===== src/rtl/bnn_uart_pkg.sv =====
// Shared definitions for the BNN UART receive path.
//   DATA_BITS            : payload bits per frame
//   DEFAULT_CLKS_PER_BIT : 50 MHz / 115200 baud
//   uart_state_e         : receiver FSM states
// Optional feature macro: BNN_UART_PARITY_EN adds an even-parity state.
package bnn_uart_pkg;

    localparam int unsigned DATA_BITS            = 8;
    localparam int unsigned DEFAULT_CLKS_PER_BIT = 434;

    typedef enum logic [2:0] {
        ST_IDLE   = 3'd0,
        ST_START  = 3'd1,
        ST_DATA   = 3'd2,
`ifdef BNN_UART_PARITY_EN
        ST_PARITY = 3'd3,
`endif
        ST_STOP   = 3'd4
    } uart_state_e;

endpackage


===== src/rtl/bnn_uart_rx_if.sv =====
// Byte stream from the UART receiver to the BNN controller.
//   rx_data/rx_valid : FIFO head byte and its qualifier (master drives)
//   rx_ready         : consumer accepts the head byte (slave drives)
//   frame_err        : one-cycle pulse, bad stop (or parity) bit
//   overrun          : one-cycle pulse, byte dropped on full FIFO
interface bnn_uart_rx_if;
    import bnn_uart_pkg::*;

    logic [DATA_BITS-1:0] rx_data;
    logic                 rx_valid;
    logic                 rx_ready;
    logic                 frame_err;
    logic                 overrun;

    modport master (
        output rx_data,
        output rx_valid,
        output frame_err,
        output overrun,
        input  rx_ready
    );

    modport slave (
        input  rx_data,
        input  rx_valid,
        input  frame_err,
        input  overrun,
        output rx_ready
    );

endinterface


===== src/rtl/bnn_uart_fifo.sv =====
// Receive FIFO with a registered head byte.
//   clk, rst_n  : clock, asynchronous active-low reset
//   wr_en/wr_data : push request from the receiver FSM
//   rd_ready    : consumer accepts the head
//   rd_data/rd_valid : registered head byte and qualifier
//   full, free_cnt   : occupancy status
//   overrun     : one-cycle pulse when a push is dropped
module bnn_uart_fifo #(
    parameter int unsigned WIDTH = 8,
    parameter int unsigned DEPTH = 4
) (
    input  logic                     clk,
    input  logic                     rst_n,
    input  logic                     wr_en,
    input  logic [WIDTH-1:0]         wr_data,
    input  logic                     rd_ready,
    output logic [WIDTH-1:0]         rd_data,
    output logic                     rd_valid,
    output logic                     full,
    output logic [$clog2(DEPTH):0]   free_cnt,
    output logic                     overrun
);

    localparam int unsigned PTR_W = $clog2(DEPTH);
    localparam int unsigned CNT_W = PTR_W + 1;

    logic [WIDTH-1:0] mem_q [DEPTH];
    logic [PTR_W-1:0] wr_ptr_q, wr_ptr_d;
    logic [PTR_W-1:0] rd_ptr_q, rd_ptr_d;
    logic [PTR_W-1:0] rd_nxt;
    logic [CNT_W-1:0] count_q, count_d;
    logic [WIDTH-1:0] head_q, head_d;
    logic             valid_q, valid_d;
    logic             overrun_q, overrun_d;
    logic             pop, do_wr;

    assign full     = (count_q == CNT_W'(DEPTH));
    assign free_cnt = CNT_W'(DEPTH) - count_q;
    assign rd_data  = head_q;
    assign rd_valid = valid_q;
    assign overrun  = overrun_q;

    always_comb begin
        pop       = valid_q & rd_ready;
        // a simultaneous pop frees a slot, so a full FIFO still accepts
        do_wr     = wr_en & (~full | pop);
        overrun_d = wr_en & full & ~pop;
        rd_nxt    = rd_ptr_q + PTR_W'(1);
        wr_ptr_d  = do_wr ? wr_ptr_q + PTR_W'(1) : wr_ptr_q;
        rd_ptr_d  = pop ? rd_nxt : rd_ptr_q;

        count_d = count_q;
        case ({do_wr, pop})
            2'b10:   count_d = count_q + CNT_W'(1);
            2'b01:   count_d = count_q - CNT_W'(1);
            default: count_d = count_q;
        endcase
        valid_d = (count_d != '0);

        // head register mirrors mem[rd_ptr]; bypass the write when the
        // pushed byte becomes the new head
        head_d = head_q;
        if (count_d != '0) begin
            if (count_q == '0 || (count_q == CNT_W'(1) && pop)) begin
                head_d = wr_data;
            end else if (pop) begin
                head_d = mem_q[rd_nxt];
            end
        end
    end

    always_ff @(posedge clk) begin
        if (do_wr) begin
            mem_q[wr_ptr_q] <= wr_data;
        end
    end

    always_ff @(posedge clk or negedge rst_n) begin
        if (!rst_n) begin
            wr_ptr_q  <= '0;
            rd_ptr_q  <= '0;
            count_q   <= '0;
            head_q    <= '0;
            valid_q   <= 1'b0;
            overrun_q <= 1'b0;
        end else begin
            wr_ptr_q  <= wr_ptr_d;
            rd_ptr_q  <= rd_ptr_d;
            count_q   <= count_d;
            head_q    <= head_d;
            valid_q   <= valid_d;
            overrun_q <= overrun_d;
        end
    end

endmodule


===== src/rtl/bnn_uart_rx.sv =====
// UART receiver (8N1, or 8E1 with BNN_UART_PARITY_EN) feeding a FIFO
// towards the BNN controller.
//   clk, rst_n : clock, asynchronous active-low reset
//   uart_rx    : asynchronous serial line, idle high
//   uart_cts   : registered clear-to-send, high while >= 2 entries free
//   rx_if      : byte stream master (data/valid/ready, frame_err, overrun)
// Macro: BNN_UART_PARITY_EN enables the even-parity state.
module bnn_uart_rx
    import bnn_uart_pkg::*;
#(
    parameter int unsigned CLKS_PER_BIT = DEFAULT_CLKS_PER_BIT,
    parameter int unsigned FIFO_DEPTH   = 4
) (
    input  logic          clk,
    input  logic          rst_n,
    input  logic          uart_rx,
    output logic          uart_cts,
    bnn_uart_rx_if.master rx_if
);

    localparam int unsigned BAUD_W = $clog2(CLKS_PER_BIT);
    localparam int unsigned BIT_W  = $clog2(DATA_BITS);
    localparam int unsigned CNT_W  = $clog2(FIFO_DEPTH) + 1;
    localparam logic [BAUD_W-1:0] BIT_LOAD  = BAUD_W'(CLKS_PER_BIT - 1);
    localparam logic [BAUD_W-1:0] HALF_LOAD = BAUD_W'(CLKS_PER_BIT / 2 - 1);
    localparam logic [BIT_W-1:0]  LAST_BIT  = BIT_W'(DATA_BITS - 1);

    uart_state_e          state_q, state_d;
    logic                 sync1_q, sync1_d;
    logic                 sync2_q, sync2_d;
    logic                 vld1_q, vld2_q;
    logic                 armed_q, armed_d;
    logic [BAUD_W-1:0]    baud_q, baud_d;
    logic [BIT_W-1:0]     bit_q, bit_d;
    logic [DATA_BITS-1:0] shift_q, shift_d;
    logic                 frame_err_q, frame_err_d;
    logic                 cts_q, cts_d;
    logic                 par_bad;
    logic                 rx_s, tick, push, fifo_full;
    logic [CNT_W-1:0]     free_cnt;

    assign rx_s            = sync2_q;
    assign tick            = (baud_q == '0);
    assign uart_cts        = cts_q;
    assign rx_if.frame_err = frame_err_q;

`ifdef BNN_UART_PARITY_EN
    logic par_err_q, par_err_d;
    assign par_bad = par_err_q;
`else
    assign par_bad = 1'b0;
`endif

    // state register
    always_ff @(posedge clk or negedge rst_n) begin
        if (!rst_n) begin
            state_q     <= ST_IDLE;
            sync1_q     <= 1'b1;
            sync2_q     <= 1'b1;
            vld1_q      <= 1'b0;
            vld2_q      <= 1'b0;
            armed_q     <= 1'b0;
            baud_q      <= '0;
            bit_q       <= '0;
            shift_q     <= '0;
            frame_err_q <= 1'b0;
            cts_q       <= 1'b0;
`ifdef BNN_UART_PARITY_EN
            par_err_q   <= 1'b0;
`endif
        end else begin
            state_q     <= state_d;
            sync1_q     <= sync1_d;
            sync2_q     <= sync2_d;
            vld1_q      <= 1'b1;
            vld2_q      <= vld1_q;
            armed_q     <= armed_d;
            baud_q      <= baud_d;
            bit_q       <= bit_d;
            shift_q     <= shift_d;
            frame_err_q <= frame_err_d;
            cts_q       <= cts_d;
`ifdef BNN_UART_PARITY_EN
            par_err_q   <= par_err_d;
`endif
        end
    end

    // next-state and datapath
    always_comb begin
        sync1_d = uart_rx;
        sync2_d = sync1_q;
        state_d = state_q;
        armed_d = armed_q;
        bit_d   = bit_q;
        shift_d = shift_q;
        baud_d  = tick ? baud_q : baud_q - BAUD_W'(1);
`ifdef BNN_UART_PARITY_EN
        par_err_d = par_err_q;
`endif

        case (state_q)
            ST_IDLE: begin
                // the start condition needs a genuine high seen after the
                // synchronizer has flushed its reset value, so a line held
                // low through reset or a break after a bad frame is ignored
                armed_d = armed_q | (vld2_q & rx_s);
                baud_d  = HALF_LOAD;
                if (armed_q && !rx_s) begin
                    armed_d = 1'b0;
                    state_d = ST_START;
                end
            end
            ST_START: begin
                if (tick) begin
                    baud_d  = BIT_LOAD;
                    bit_d   = '0;
                    state_d = rx_s ? ST_IDLE : ST_DATA;
                end
            end
            ST_DATA: begin
                if (tick) begin
                    baud_d  = BIT_LOAD;
                    shift_d = {rx_s, shift_q[DATA_BITS-1:1]};
                    bit_d   = bit_q + BIT_W'(1);
                    if (bit_q == LAST_BIT) begin
`ifdef BNN_UART_PARITY_EN
                        state_d = ST_PARITY;
`else
                        state_d = ST_STOP;
`endif
                    end
                end
            end
`ifdef BNN_UART_PARITY_EN
            ST_PARITY: begin
                if (tick) begin
                    baud_d    = BIT_LOAD;
                    par_err_d = (^shift_q) ^ rx_s;
                    state_d   = ST_STOP;
                end
            end
`endif
            ST_STOP: begin
                if (tick) begin
                    state_d = ST_IDLE;
                end
            end
            default: state_d = ST_IDLE;
        endcase
    end

    // outputs
    always_comb begin
        push        = 1'b0;
        frame_err_d = 1'b0;
        cts_d       = (free_cnt >= CNT_W'(2));
        if (state_q == ST_STOP && tick) begin
            if (rx_s && !par_bad) begin
                push = 1'b1;
            end else begin
                frame_err_d = 1'b1;
            end
        end
    end

    bnn_uart_fifo #(
        .WIDTH (DATA_BITS),
        .DEPTH (FIFO_DEPTH)
    ) u_fifo (
        .clk      (clk),
        .rst_n    (rst_n),
        .wr_en    (push),
        .wr_data  (shift_q),
        .rd_ready (rx_if.rx_ready),
        .rd_data  (rx_if.rx_data),
        .rd_valid (rx_if.rx_valid),
        .full     (fifo_full),
        .free_cnt (free_cnt),
        .overrun  (rx_if.overrun)
    );

    logic unused_full;
    assign unused_full = fifo_full;

endmodule

===== src/flat_wrapper.sv =====
// flat-port wrapper written by rule: the top's interface ports become plain ports
module bnn_uart_rx_flat import bnn_uart_pkg::*;
#(
    parameter int unsigned CLKS_PER_BIT = DEFAULT_CLKS_PER_BIT,
    parameter int unsigned FIFO_DEPTH   = 4
)
  (clk, rst_n, uart_rx, uart_cts, rx_if_rx_data, rx_if_rx_valid, rx_if_frame_err, rx_if_overrun, rx_if_rx_ready);
  bnn_uart_rx_if rx_if_i ();
  input  logic clk;
  input  logic rst_n;
  input  logic uart_rx;
  output logic uart_cts;
  output wire logic [$bits(rx_if_i.rx_data)-1:0] rx_if_rx_data;
  output wire logic [$bits(rx_if_i.rx_valid)-1:0] rx_if_rx_valid;
  output wire logic [$bits(rx_if_i.frame_err)-1:0] rx_if_frame_err;
  output wire logic [$bits(rx_if_i.overrun)-1:0] rx_if_overrun;
  input wire logic [$bits(rx_if_i.rx_ready)-1:0] rx_if_rx_ready;
  assign rx_if_rx_data = rx_if_i.rx_data;
  assign rx_if_rx_valid = rx_if_i.rx_valid;
  assign rx_if_frame_err = rx_if_i.frame_err;
  assign rx_if_overrun = rx_if_i.overrun;
  assign rx_if_i.rx_ready = rx_if_rx_ready;
  bnn_uart_rx #(.CLKS_PER_BIT(CLKS_PER_BIT), .FIFO_DEPTH(FIFO_DEPTH)) u_core (.clk(clk), .rst_n(rst_n), .uart_rx(uart_rx), .uart_cts(uart_cts), .rx_if(rx_if_i));
endmodule

===== config.mk =====
export PLATFORM = sky130hd
export DESIGN_NAME = bnn_uart_rx_flat
export DESIGN_NICKNAME = d
export VERILOG_FILES = /design/src/rtl/bnn_uart_pkg.sv /design/src/rtl/bnn_uart_rx_if.sv /design/src/rtl/bnn_uart_fifo.sv /design/src/rtl/bnn_uart_rx.sv /design/src/flat_wrapper.sv
export SDC_FILE = /design/constraint.sdc
export NUM_CORES = 1
export LEC_CHECK = 0
export ABC_CLOCK_PERIOD_IN_PS = 7600
export BUFFER_PORTS_ARGS = -buffer_cell sky130_fd_sc_hd__buf_2
export CORE_MARGIN = 2
export CORE_UTILIZATION = 40
export CTS_CLUSTER_DIAMETER = 120
export CTS_CLUSTER_SIZE = 24
export DETAILED_ROUTE_END_ITERATION = 6
export GPL_TIMING_DRIVEN = 0
export PLACE_DENSITY = 0.64
export REMOVE_ABC_BUFFERS = 1
export SLEW_MARGIN = 20
export SYNTH_ARGS = -nofsm -noshare
export SYNTH_HDL_FRONTEND = slang
export SYNTH_SLANG_ARGS = --single-unit

===== constraint.sdc =====
create_clock -name clk -period 7.6 [get_ports clk]
set_input_delay 1.14 -clock clk [delete_from_list [all_inputs] [get_ports clk]]
set_output_delay 1.14 -clock clk [all_outputs]
set_load 0.05 [all_outputs]

==> impl_metrics.tcl <==
set metrics [dict create \
    drc_errors 0 \
    ant_nets 0 \
    drt-wirelength-per-cell_um 15.9 \
    cts-root-buf "clkbuf_8" \
    grt_pass1_wl_mm 10.5 \
    grt_setup_unrepaired "no" \
    fin_crit_ns 3.30 \
    start_util_pct 41.1 \
    grtUsageTotal_pct 14.0 \
    fillers 795 \
    cp-start-kind "register" \
    yosysWarnings 0 \
    clk-insertion-delay-late_ns 0.36 \
    fp.dieW_um 98.5 \
    postCtsSetupRepairBufs 0 \
    drv_slew 0 \
    async_reset_ff_share_pct 59.5 \
    finalHoldViolCount 0 \
    nNetsFinal 296 \
    arrival_ns 3.53 \
    coreArea_mm2 0.00868 \
    path_clk_slew_ns 0.09 \
    place.gp.congestion 0.862 \
    final_cell_mix "dfrtp_1 (45), edfxtp_1 (32), nand2_1 (23), mux2_2 (23), ha_1 (15)" \
    worstPathRequired_ns 7.84 \
    final_common_cell "dfrtp_1" \
    holdPathStages 0 \
    ys_seq_area_share_pct 60.0 \
    die_h_um 98.5 \
    wl_mm 6.19 \
    syn2layout_area_growth_pct 10.3 \
    syn_area_mm2 0.00357 \
    hold_class "register to register" \
    rows 34 \
    ir_drop_mv 0.120 \
    overflow 0 \
    cts_tree "built" \
    synth-main-ff-cell "dfrtp_1" \
    holdBufCountCts 0 \
    die-area_mm2 0.00969 \
    cts_sinks 79 \
    grt_antenna_before_repair 0 \
    fin_crit_sh_pct 43.4 \
    syn-instance-count 259 \
    relSlewSlack_pct 29.9 \
    synth_edf_count 32 \
    cts_buffer_depth 2 \
    io_buffer_count 15 \
    dp_hpwl_mm 4.11 \
    maxCapViolCount 0 \
    drt_first_pass_iters 4 \
    worst_pin_slew_ns 1.05 \
    worstRegToRegCells 9 \
    grt_start_max_net_pins 48 \
    crit_type "register to register" \
    vias_per_cell 5.18 \
    cp-end-kind "register" \
    cts_resized 0 \
    ios 16 \
    leakagePower_nw 1.66 \
    drive_above_1_share_pct 25.2 \
    grt_pass1_vias 1991 \
    ys_seq_elements 79 \
    diodes 0 \
    via_count 2021 \
    path_max_fanout 13 \
    setup_violations 0 \
    cts_buffers 9 \
    h-tree-depth 3 \
    clock_skew_ns 0.0155 \
    syn_avg_cell_area_um2 13.8 \
    power_per_cell_area_mw_per_mm2 319 \
    setup-tns-final_ns 0 \
    fmax_ghz 0.303 \
    synthDistinctLibCells 48 \
    hold_slack_ns 0.354 \
    drt_iter0_markers 121 \
    status "completed" \
]
[area by class of cell]
cell class / count / area [µm²] / area share [%]
Clock buffer: 9 / 124 / 3.15
Sequential cell: 79 / 2140 / 54.4
Tap cell: 108 / 135 / 3.43
Clock inverter: 7 / 60.1 / 1.53
Inverter: 9 / 33.8 / 0.859
Timing Repair Buffer: 15 / 77.6 / 1.97
Multi-Input combinational cell: 163 / 1370 / 34.7
[synth_stat cells (5+ instances only)]
library cell,number,share of area [%]
clkbuf_1,8,0.84
ha_1,15,5.3
and2_1,5,0.88
mux2_2,23,7.3
inv_1,8,0.84
dfrtp_1,45,32
a21oi_1,10,1.4
xnor2_1,6,1.5
mux4_2,8,5.0
nand2_1,23,2.4
o21ai_0,7,0.98
edfxtp_1,32,27
nor2_1,10,1.1
[report_power, final]
group | switching, mW | internal (mW) | leakage (nW)
clock network | 0.168 | 0.125 | 0.0931
logic | 0.211 | 0.181 | 0.634
registers | 0.0702 | 0.498 | 0.933
[stage by stage]
stage                     power, mW  setup WS (ns)  instances  area (µm²)  utilization [%]
after global placement        0.961           4.36        374        3750             43.2
after CTS                      1.27           4.30        390        3930             45.3
after floorplan               0.877           4.72        251        3540                -
after global routing           1.33           4.11        390        3940             45.3
final                          1.25           4.30        390        3940             45.3
after detailed placement      0.972           4.30        374        3750             43.2
[final timing paths]
path                                       start                  endpoint  slack (ns)
worst max-delay path            u_core.baud_q[0]  u_core.u_fifo.rd_data[4]        4.30
worst min-delay path               u_core.vld1_q             u_core.vld2_q        0.35
worst max register to register  u_core.baud_q[0]  u_core.u_fifo.rd_data[4]        4.30
worst min register to register     u_core.vld1_q             u_core.vld2_q        0.35
max in group asynchronous                  rst_n         u_core.shift_q[5]        6.38
min in group asynchronous                  rst_n  u_core.u_fifo.rd_data[1]        0.80
[sequential cells by signal (all words and copies together), names as in the netlist, 2 cells and up]
signal and cells:
u_core.u_fifo.wr_ptr_q 2, u_core.shift_q 8, u_core.u_fifo.rd_data 8, u_core.u_fifo.mem_q 32, u_core.state_q 3, u_core.u_fifo.rd_ptr_q 2
u_core.baud_q 9, u_core.u_fifo.count_q 3, u_core.bit_q 3
[metal layers]
metal | share of wire, % | global-route usage, % | vias up
li1 | - | - | 999
met1 | 50 | 20.3 | 993
met2 | 46 | 20.8 | 23
met3 | 1.9 | 3.40 | 6
met4 | 1.3 | 5.06 | 0
met5 | 0 | 0 | -
[kinds of logic after synthesis]
group | Yosys count | synth area share, %
XOR/XNOR | 8 | 1.96
AO/OA/AOI/OAI | 37 | 7.54
AND/OR/NAND/NOR | 69 | 10.5
other | 1 | 0.105
adder cells (fa/ha/maj) | 15 | 5.26
multiplexers | 33 | 12.9
buffers and inverters | 17 | 1.79
flip-flops | 79 | 60.0
[critical path, stage by stage, from the launching register on]
cell	delay (ns)
dfrtp_1	0.41
inv_1	0.07
ha_1	0.20
or3b_2	0.53
nor3_4	0.41
inv_2	0.19
or4_4	0.53
a32oi_2	0.28
o311ai_4	0.24
mux2_2	0.32
Note: power is estimated with default switching activity, not from simulation.
